<file path="config.mk">
export PLATFORM = sky130hd
export DESIGN_NAME = steer_cmd_sequencer_flat
export DESIGN_NICKNAME = d
export VERILOG_FILES = /design/src/rtl/steer_cmd_sequencer_pkg.sv /design/src/rtl/steer_cmd_sequencer_if.sv /design/src/rtl/steer_cmd_sequencer_timeout.sv /design/src/rtl/steer_cmd_sequencer.sv /design/src/flat_wrapper.sv
export SDC_FILE = /design/constraint.sdc
export NUM_CORES = 1
export LEC_CHECK = 0
export CELL_PAD_IN_SITES_DETAIL_PLACEMENT = 0
export CELL_PAD_IN_SITES_GLOBAL_PLACEMENT = 1
export CORE_MARGIN = 2
export CORE_UTILIZATION = 44
export DETAILED_ROUTE_END_ITERATION = 10
export PLACE_DENSITY = 0.86
export SLEW_MARGIN = 20
export SYNTH_ARGS = -nofsm -noshare
export SYNTH_HDL_FRONTEND = slang
export SYNTH_SLANG_ARGS = --single-unit
</file>
<file path="constraint.sdc">
create_clock -name clk -period 5.65 [get_ports clk]
set_clock_uncertainty 0.2 [all_clocks]
set_input_delay 1.695 -clock clk [delete_from_list [all_inputs] [get_ports clk]]
set_output_delay 1.695 -clock clk [all_outputs]
set_load 0.05 [all_outputs]
</file>
<file path="src/rtl/steer_cmd_sequencer_pkg.sv">
// Shared types and defaults for the steering command sequencer.
package steer_pkg;

  localparam int X_W          = 11;
  localparam int CENTER_DEF   = 512;
  localparam int X_MAX_DEF    = 1023;
  localparam int STEP_DEF     = 8;
  localparam int TIMEOUT_DEF  = 100;
  localparam int DEADBAND_DEF = 16;

  typedef enum logic [1:0] {
    IDLE     = 2'd0,
    TRACK    = 2'd1,
    HOLD     = 2'd2,
    FAILSAFE = 2'd3
  } state_t;

endpackage

</file>
<file path="src/rtl/steer_cmd_sequencer_if.sv">
// Sample/period strobes in, slewed steering command and status out.
interface steer_cmd_sequencer_if;
  import steer_pkg::*;

  logic           sample_valid;
  logic [X_W-1:0] x_raw;
  logic           period_start;
  logic [X_W-1:0] x_val;
  logic           at_target;
  logic           failsafe;

  modport master (
    output sample_valid, x_raw, period_start,
    input  x_val, at_target, failsafe
  );

  modport slave (
    input  sample_valid, x_raw, period_start,
    output x_val, at_target, failsafe
  );
endinterface

</file>
<file path="src/rtl/steer_cmd_sequencer_timeout.sv">
// Counts PWM periods since the last joystick sample; pulses expired on the TIMEOUT-th.
module steer_timeout #(
  parameter int TIMEOUT = steer_pkg::TIMEOUT_DEF
) (
  input  logic clk,
  input  logic rst,
  input  logic period_start,
  input  logic clear,
  input  logic enable,
  output logic expired
);
  localparam int CW = $clog2(TIMEOUT + 1);
  localparam logic [CW-1:0] LAST = CW'(TIMEOUT - 1);

  logic [CW-1:0] cnt_q;

  // A sample in the same cycle as a period tick wins: the count restarts at zero.
  assign expired = enable && period_start && !clear && (cnt_q == LAST);

  always_ff @(posedge clk) begin
    if (rst || clear || !enable) begin
      cnt_q <= '0;
    end else if (period_start && (cnt_q != LAST)) begin
      cnt_q <= cnt_q + 1'b1;
    end
  end
endmodule

</file>
<file path="src/rtl/steer_cmd_sequencer.sv">
// Steering command sequencer: latches joystick targets and slews x_val once per PWM period.
// Optional neutral deadband on latched samples is enabled by defining STEER_DEADBAND_EN.
module steer_cmd_sequencer
  import steer_pkg::*;
#(
  parameter int CENTER   = CENTER_DEF,
  parameter int X_MAX    = X_MAX_DEF,
  parameter int STEP     = STEP_DEF,
  parameter int TIMEOUT  = TIMEOUT_DEF,
  parameter int DEADBAND = DEADBAND_DEF
) (
  input logic                  clk,
  input logic                  rst,
  steer_cmd_sequencer_if.slave bus
);
  localparam logic [X_W-1:0]        CENTER_C = X_W'(CENTER);
  localparam logic [X_W-1:0]        X_MAX_C  = X_W'(X_MAX);
  localparam logic [X_W-1:0]        STEP_U   = X_W'(STEP);
  localparam logic signed [X_W:0]   STEP_S   = (X_W+1)'(STEP);
`ifdef STEER_DEADBAND_EN
  localparam logic signed [X_W:0]   DB_S     = (X_W+1)'(DEADBAND);
`endif

  function automatic logic [X_W-1:0] clamp_target(input logic [X_W-1:0] raw);
    logic [X_W-1:0] t;
`ifdef STEER_DEADBAND_EN
    logic signed [X_W:0] d;
    d = $signed({1'b0, raw}) - $signed({1'b0, CENTER_C});
`endif
    t = (raw > X_MAX_C) ? X_MAX_C : raw;
`ifdef STEER_DEADBAND_EN
    if ((d <= DB_S) && (d >= -DB_S)) t = CENTER_C;
`endif
    return t;
  endfunction

  // Result always lies between cur and tgt, so it can neither overshoot nor wrap.
  function automatic logic [X_W-1:0] slew(input logic [X_W-1:0] cur,
                                          input logic [X_W-1:0] tgt);
    logic signed [X_W:0] d;
    d = $signed({1'b0, tgt}) - $signed({1'b0, cur});
    if (d > STEP_S)       return cur + STEP_U;
    else if (d < -STEP_S) return cur - STEP_U;
    else                  return tgt;
  endfunction

  state_t         state_q, state_d;
  logic [X_W-1:0] x_q, x_d;
  logic [X_W-1:0] target_q, target_d;
  logic           at_q, at_d;
  logic [X_W-1:0] new_tgt, stepped;
  logic           cnt_en, expired;

  assign cnt_en = (state_q == TRACK) || (state_q == HOLD);

  steer_timeout #(.TIMEOUT(TIMEOUT)) u_timeout (
    .clk          (clk),
    .rst          (rst),
    .period_start (bus.period_start),
    .clear        (bus.sample_valid),
    .enable       (cnt_en),
    .expired      (expired)
  );

  always_ff @(posedge clk) begin
    if (rst) begin
      state_q  <= IDLE;
      x_q      <= CENTER_C;
      target_q <= CENTER_C;
      at_q     <= 1'b1;
    end else begin
      state_q  <= state_d;
      x_q      <= x_d;
      target_q <= target_d;
      at_q     <= at_d;
    end
  end

  // A period tick steps toward the previously latched target, even if a sample lands in the same cycle.
  always_comb begin
    state_d  = state_q;
    x_d      = x_q;
    target_d = target_q;
    new_tgt  = bus.sample_valid ? clamp_target(bus.x_raw) : target_q;
    stepped  = bus.period_start ? slew(x_q, target_q) : x_q;

    unique case (state_q)
      IDLE: begin
        x_d = CENTER_C;
        if (bus.sample_valid) begin
          state_d  = TRACK;
          target_d = new_tgt;
        end
      end
      TRACK: begin
        x_d      = stepped;
        target_d = new_tgt;
        if (bus.period_start && (stepped == new_tgt)) state_d = HOLD;
      end
      HOLD: begin
        x_d      = stepped;
        target_d = new_tgt;
        if (bus.sample_valid && (new_tgt != x_q)) state_d = TRACK;
      end
      FAILSAFE: begin
        x_d      = stepped;
        target_d = new_tgt;
        if (bus.sample_valid) state_d = TRACK;
      end
      default: state_d = IDLE;
    endcase

    if (expired) begin
      state_d  = FAILSAFE;
      target_d = CENTER_C;
    end

    at_d = (x_d == target_d);
  end

  assign bus.x_val     = x_q;
  assign bus.at_target = at_q;
  assign bus.failsafe  = (state_q == FAILSAFE);
endmodule

</file>
<file path="src/flat_wrapper.sv">
// flat-port wrapper written by rule: the top's interface ports become plain ports
module steer_cmd_sequencer_flat import steer_pkg::*;
#(
  parameter int CENTER   = CENTER_DEF,
  parameter int X_MAX    = X_MAX_DEF,
  parameter int STEP     = STEP_DEF,
  parameter int TIMEOUT  = TIMEOUT_DEF,
  parameter int DEADBAND = DEADBAND_DEF
)
  (clk, rst, bus_sample_valid, bus_x_raw, bus_period_start, bus_x_val, bus_at_target, bus_failsafe);
  steer_cmd_sequencer_if bus_i ();
  input logic clk;
  input logic rst;
  input wire logic [$bits(bus_i.sample_valid)-1:0] bus_sample_valid;
  input wire logic [$bits(bus_i.x_raw)-1:0] bus_x_raw;
  input wire logic [$bits(bus_i.period_start)-1:0] bus_period_start;
  output wire logic [$bits(bus_i.x_val)-1:0] bus_x_val;
  output wire logic [$bits(bus_i.at_target)-1:0] bus_at_target;
  output wire logic [$bits(bus_i.failsafe)-1:0] bus_failsafe;
  assign bus_i.sample_valid = bus_sample_valid;
  assign bus_i.x_raw = bus_x_raw;
  assign bus_i.period_start = bus_period_start;
  assign bus_x_val = bus_i.x_val;
  assign bus_at_target = bus_i.at_target;
  assign bus_failsafe = bus_i.failsafe;
  steer_cmd_sequencer #(.CENTER(CENTER), .X_MAX(X_MAX), .STEP(STEP), .TIMEOUT(TIMEOUT), .DEADBAND(DEADBAND)) u_core (.clk(clk), .rst(rst), .bus(bus_i));
endmodule
</file>
# Word-level counts from Yosys, hierarchy flattened
# Cells that the tools add are included.
[totals]
regBits = 32
elab_cells = 52
output_inout_bits = 13
inputBits = 15
[op_classes]
muxes = 14
reduce_logical = 15
n_addsub = 4
eq_ne = 11
order_cmp = 3
[op_table]
columns = ["cell", "n"]
rows = [
  ["11-bit 2-to-1 mux", 7],
  ["11-bit case mux with 2 select lines", 2],
  ["11-bit == test", 2],
  ["12-bit by 5-bit > comparator with 1-bit output (second input constant)", 1],
  ["12-bit by 4-bit less-than comparator with 1-bit output (second input constant)", 1],
  ["11-bit by 11-bit subtractor with 12-bit output", 1],
  ["11-bit by 4-bit adder with 11-bit output (second input constant)", 1],
  ["11-bit by 10-bit > comparator with 1-bit output (second input constant)", 1],
  ["11-bit != test", 1],
  ["11-bit by 4-bit subtractor with 11-bit output (second input constant)", 1],
  ["2-bit 2-to-1 mux", 4],
  ["7-bit by 1-bit adder with 7-bit output (second input constant)", 1],
  ["7-bit == test (second input constant)", 1],
  ["7-bit != test (second input constant)", 1],
  ["1-bit logical AND", 6],
  ["3-bit by 2-bit != test with 1-bit output (second input constant)", 2],
  ["2-bit case mux with 3 select lines", 1],
  ["2-bit == test (second input constant)", 2],
  ["1-bit logical OR", 3],
  ["3-bit by 1-bit != test with 1-bit output (second input constant)", 1],
  ["3-bit AND reduction", 1],
  ["3-bit OR reduction", 1],
  ["2-bit by 1-bit == test with 1-bit output (second input constant)", 1],
  ["1-bit zero test", 2],
  ["other kinds (2)", 2],
]

# Logic depth before layout (Yosys ltp)
[logic_depth]
word_depth = 10
ltp_mapped = 17
mapped_depth_nobuf = 16

# Cells and area by module
# A second synthesis with hierarchy kept.
[unflattened]
cells_unflattened = 478
area_unflattened_um2 = 3528.4
[modules_own_cells]
columns = ["module", "area_each_um2", "cells_per_inst", "n_inst", "seq_area_each_um2"]
rows = [
  ["steer_cmd_sequencer", 3159.3, 437, 1, 500.5],
  ["steer_timeout", 369.1, 41, 1, 140.1],
]

# Worst setup path after synthesis
# No wires, ideal clock.
[synth_timing]
path_kind = "register -> register"
startpoint = "register u_core.x_q[4] (netlist: u_core.bus.x_val[4])"
endpoint = "register u_core.state_q[0]"
stages_incl_launch_ff = 17
synth_period_minus_slack_ns = 4.653
setup_time_ns = 0.088
arrival_time_ns = 4.365
n_path_buf = 2
required_ns = 5.362
slack_ns = 0.997
cell_sequence = "dfxtp_1 clkinv_1 ha_1 buf_4 a21oi_2 nand2_1 or3_1 and4_2 and4_2 buf_6 a32oi_2 mux2i_1 xor2_1 or4_4 a2111oi_4 a211oi_1 a311oi_2"
[synth_via]
elab_chain_cells = 9
word_cells_on_any_way = 15
cone_classes = "add/sub: 3; order compare: 2; eq/ne: 4; mux: 3; reduce/logical: 3"
[synth_lines]
columns = ["item", "line", "text"]
rows = [
  ["start: declaration", "steer_cmd_sequencer.sv:48", "logic [X_W-1:0] x_q, x_d;"],
  ["start signal: assignment", "steer_cmd_sequencer.sv:68", "x_q <= CENTER_C;"],
  ["start signal: assignment", "steer_cmd_sequencer.sv:73", "x_q <= x_d;"],
  ["11-bit by 11-bit subtractor with 12-bit output", "steer_cmd_sequencer.sv:41", "d = $signed({1'b0, tgt}) - $signed({1'b0, cur});"],
  ["12-bit by 4-bit less-than comparator with 1-bit output", "steer_cmd_sequencer.sv:43", "else if (d < -STEP_S) return cur - STEP_U;"],
  ["11-bit 2-to-1 mux", "steer_cmd_sequencer.sv:43", ""],
  ["11-bit 2-to-1 mux", "steer_cmd_sequencer.sv:42", "if (d > STEP_S) return cur + STEP_U;"],
  ["11-bit 2-to-1 mux", "steer_cmd_sequencer.sv:85", "stepped = bus.period_start ? slew(x_q, target_q) : x_q;"],
  ["11-bit == test", "steer_cmd_sequencer.sv:98", "if (bus.period_start && (stepped == new_tgt)) state_d = HOLD;"],
  ["1-bit logical AND", "steer_cmd_sequencer.sv:98", ""],
  ["3-bit by 2-bit != test with 1-bit output (no source line)", "-", ""],
  ["3-bit AND reduction (no source line) (*)", "-", ""],
  ["end signal: assignment", "steer_cmd_sequencer.sv:72", "state_q <= state_d;"],
  ["end: declaration", "steer_cmd_sequencer.sv:47", "state_t state_q, state_d;"],
]
# Every way passes the cells marked *; elsewhere a longest branch is shown, timed or not.
# A chain may end at the register's enable or synchronous reset.

# Final worst setup path
[layout_timing]
startpoint = "register u_core.x_q[3] (netlist: u_core.bus.x_val[3])"
endpoint = "register u_core.state_q[0]"
# The elaborated chain is that of the path after synthesis.

==> impl_metrics.ini <==
[timing]
fin_crit_sh_pct = 85.71
min_period_ns = 4.842
setup_tns_ns = 0
hold_viol = 0
drv_slew = 0
max-slew-margin-rel_pct = 33.55
worst_pin_slew_ns = 0.9843
grt_setup_unrepaired = no
max_clock_freq_mhz = 206.5
finalSetupViolations = 0

[clocking]
cts_tree = built
postCtsHoldBufs = 0
insertion_delay_ns = 0.29
cts_max_level = 2
clock-sinks = 32
cts_setup_buffers = 0
clock_tree.root_cell = clkbuf_8
cts_max_path_buffers = 2
cts_made_buffers = 5
cts_resized = 0
path_clk_slew_ns = 0.07

[logic_synthesis]
yosys_most_used_dff = dfxtp_1
syn_area_per_cell_um2 = 7.712
yosysWarnings = 0
synth-async-reset-ratio_pct = 0
yosysUniqueCellTypes = 78
synth_edf_count = 0
syn-cell-area_um2 = 3339
seq_area_frac_synth_pct = 19.18
syn_nets = 468
synth_cells = 433
yosys_register_bits = 32

[layout]
finish.instance_area_um2 = 3831
nets = 500
nFillCells = 750
diodes = 0
area_delta_synth_final_pct = 14.72
drive_gt1_share_pct = 9.871

[placement]
dpl_cell_area_um2 = 3739
io_buffers = 27
gp_congestion = 0.9850
dp_hpwl_mm = 8.049

[route]
vias_per_cell = 6.156
drt_iter0_drc = 299
wl_per_cell_um = 18.19
vias = 3478
drcViolationCount = 0
first_pass_iters = 5
ant_nets = 0
routed_wl_mm = 10.28

[pwr]
p_comb_share_pct = 64.8
p_sw_share_pct = 50.11
p_seq_share_pct = 21.3
switching_power_uw = 669.3
p_per_area_nw_per_um2 = 348.6
peakVddDrop_uv = 208.0
p_clk_share_pct = 14.0
leakagePower_uw = 0.001412
internal_power_uw = 666.3

[worst_setup_path]
path_cells = inv_1 -> ha_1 -> o211ai_1 -> o211a_1 -> o2111a_1 -> or3_1 -> a21oi_4 -> mux2i_1 -> o211ai_1 -> or4_4 -> a2111oi_4 -> a211oi_1 -> a311oi_2
cp.required_ns = 5.65
startpoint_type = register
worstPathArrival_ns = 4.85
path_common_cell = o211ai_1
crit_type = register to register
max_stage_delay_ns = 0.55
critPathMaxFanout = 10
end_kind = register
crit_slowest_cell = or3_1

[floorplan]
fp-row-count = 31
dieArea_um2 = 8303
die_w_um = 91.12
die_height_um = 91.12
ioPinCount = 28
start_util_pct = 45.80
core-area_um2 = 7292

[global_routing]
antenna_found_initial = 0
grt_overflow = 0
top_usage_layer = met2
grt_pass1_vias = 3171
grt_pass1_wl_mm = 16.57
track_usage_pct = 24.94
grt_use_met2_pct = 39.51
grt_util_met1_pct = 34.40
grt_max_degree = 24
grt.met3_usage_pct = 3.320

[run_status]
outcome = complete, no violations

[flow_run]
cap_violations = 0

[worst_hold_path]
worstHoldPathType = register to register
[cells by family (layout without fill, tap and decap cells)]
logic type	count (synthesis)	count (layout)	synth area share, %
AOI/OAI and AO/OA	132	132	29.79
xor gates and xnor gates	38	38	9.966
adders and majority gates	20	20	7.718
buffers and inverters	47	80	6.706
DFF	32	32	19.18
muxes	9	9	2.698
and+or+nand+nor	155	155	23.94
[power by group through the flow]
stage	registers [uW]	logic, uW	clock network, uW
after CTS	283	848	192
after global placement	288	838	0
after detailed placement	288	843	0
final	284	865	186
after floorplan	309	620	0
after global routing	288	937	201
[sequential cells by signal, summed over array words and instances (netlist names)]
name / cells
u_core.bus.at_target: 1
u_core.u_timeout.cnt_q: 7
u_core.state_q: 2
u_core.bus.x_val: 11
u_core.target_q: 11
[cell type report]
type / instances / area (um^2) / area share (%)
sequential: 32 / 640.6 / 16.72
tap: 99 / 123.9 / 3.233
inverter: 29 / 108.9 / 2.841
clock inverter: 2 / 10.01 / 0.2613
timing repair buffer: 43 / 390.4 / 10.19
clock buffer: 6 / 82.58 / 2.155
multi-input combinational: 354 / 2475 / 64.60
[layer usage]
layer	wire length [um]	share of wire (%)
met2	4602	45
met3	700	6.8
met1	4650	45
met5	0	0
met4	325	3.2
[layout by cell type (no fill, tap or decap), types with 19 or more instances in the layout]
cell	instances
a21oi_1	25
clkdlybuf4s50_1	27
dfxtp_1	32
ha_1	19
inv_1	26
nand2_1	29
nor2_1	47
o21ai_0	21
xnor2_1	26
[path summary, 6_finish.rpt]
| kind | startpoint | end | slack [ns] | cells past startpoint |
|---|---|---|---|---|
| max | u_core.bus.x_val[3] | u_core.state_q[0] | 0.81 | 13 |
| min | u_core.u_timeout.cnt_q[6] | u_core.u_timeout.cnt_q[6] | 0.29 | 2 |
| max reg2reg | u_core.bus.x_val[3] | u_core.state_q[0] | 0.81 | 13 |
| min reg2reg | u_core.u_timeout.cnt_q[6] | u_core.u_timeout.cnt_q[6] | 0.29 | 2 |
[cells in the mapped netlist, drive strengths merged (5+ instances only)]
cell type | instances | area (um^2)
a21oi | 28 | 158.9
a221oi | 6 | 58.80
buf | 11 | 87.57
clkbuf | 7 | 27.52
dfxtp | 32 | 640.6
ha | 19 | 237.7
inv | 26 | 97.59
mux2i | 9 | 90.09
nand2 | 29 | 108.9
nand2b | 5 | 31.28
nand3 | 16 | 80.08
nand4 | 7 | 43.79
nor2 | 47 | 176.4
nor3 | 15 | 91.34
nor4 | 5 | 37.53
o2111ai | 5 | 43.79
o211ai | 12 | 90.09
o21ai | 24 | 120.1
o22ai | 10 | 62.56
or3 | 5 | 31.28
xnor2 | 26 | 227.7
xor2 | 12 | 105.1
[through the flow]
step	std cells	utilization [%]	hold WS, ns	setup slack (ns)	power, uW
floorplan	433	-	0.2534	0.9973	929.0
global placement	557	51.27	0.2650	0.8000	1126
detailed placement	557	51.27	0.2737	0.7072	1131
CTS	565	52.54	0.2841	0.8918	1323
global route	565	52.54	0.3229	0.3949	1426
finish	565	52.54	0.2892	0.8077	1336
[critical path: cells and delay by family, from the launching register on]
kind / cells / cell delay, ns
buffers and inverters: 1 / 0.23
AO/OA/AOI/OAI: 8 / 1.89
flip-flops: 1 / 0.48
multiplexers: 1 / 0.38
adder cells (fa/ha/maj): 1 / 0.46
AND/OR/NAND/NOR: 2 / 1.10
Power figures use the tool's default switching activity.
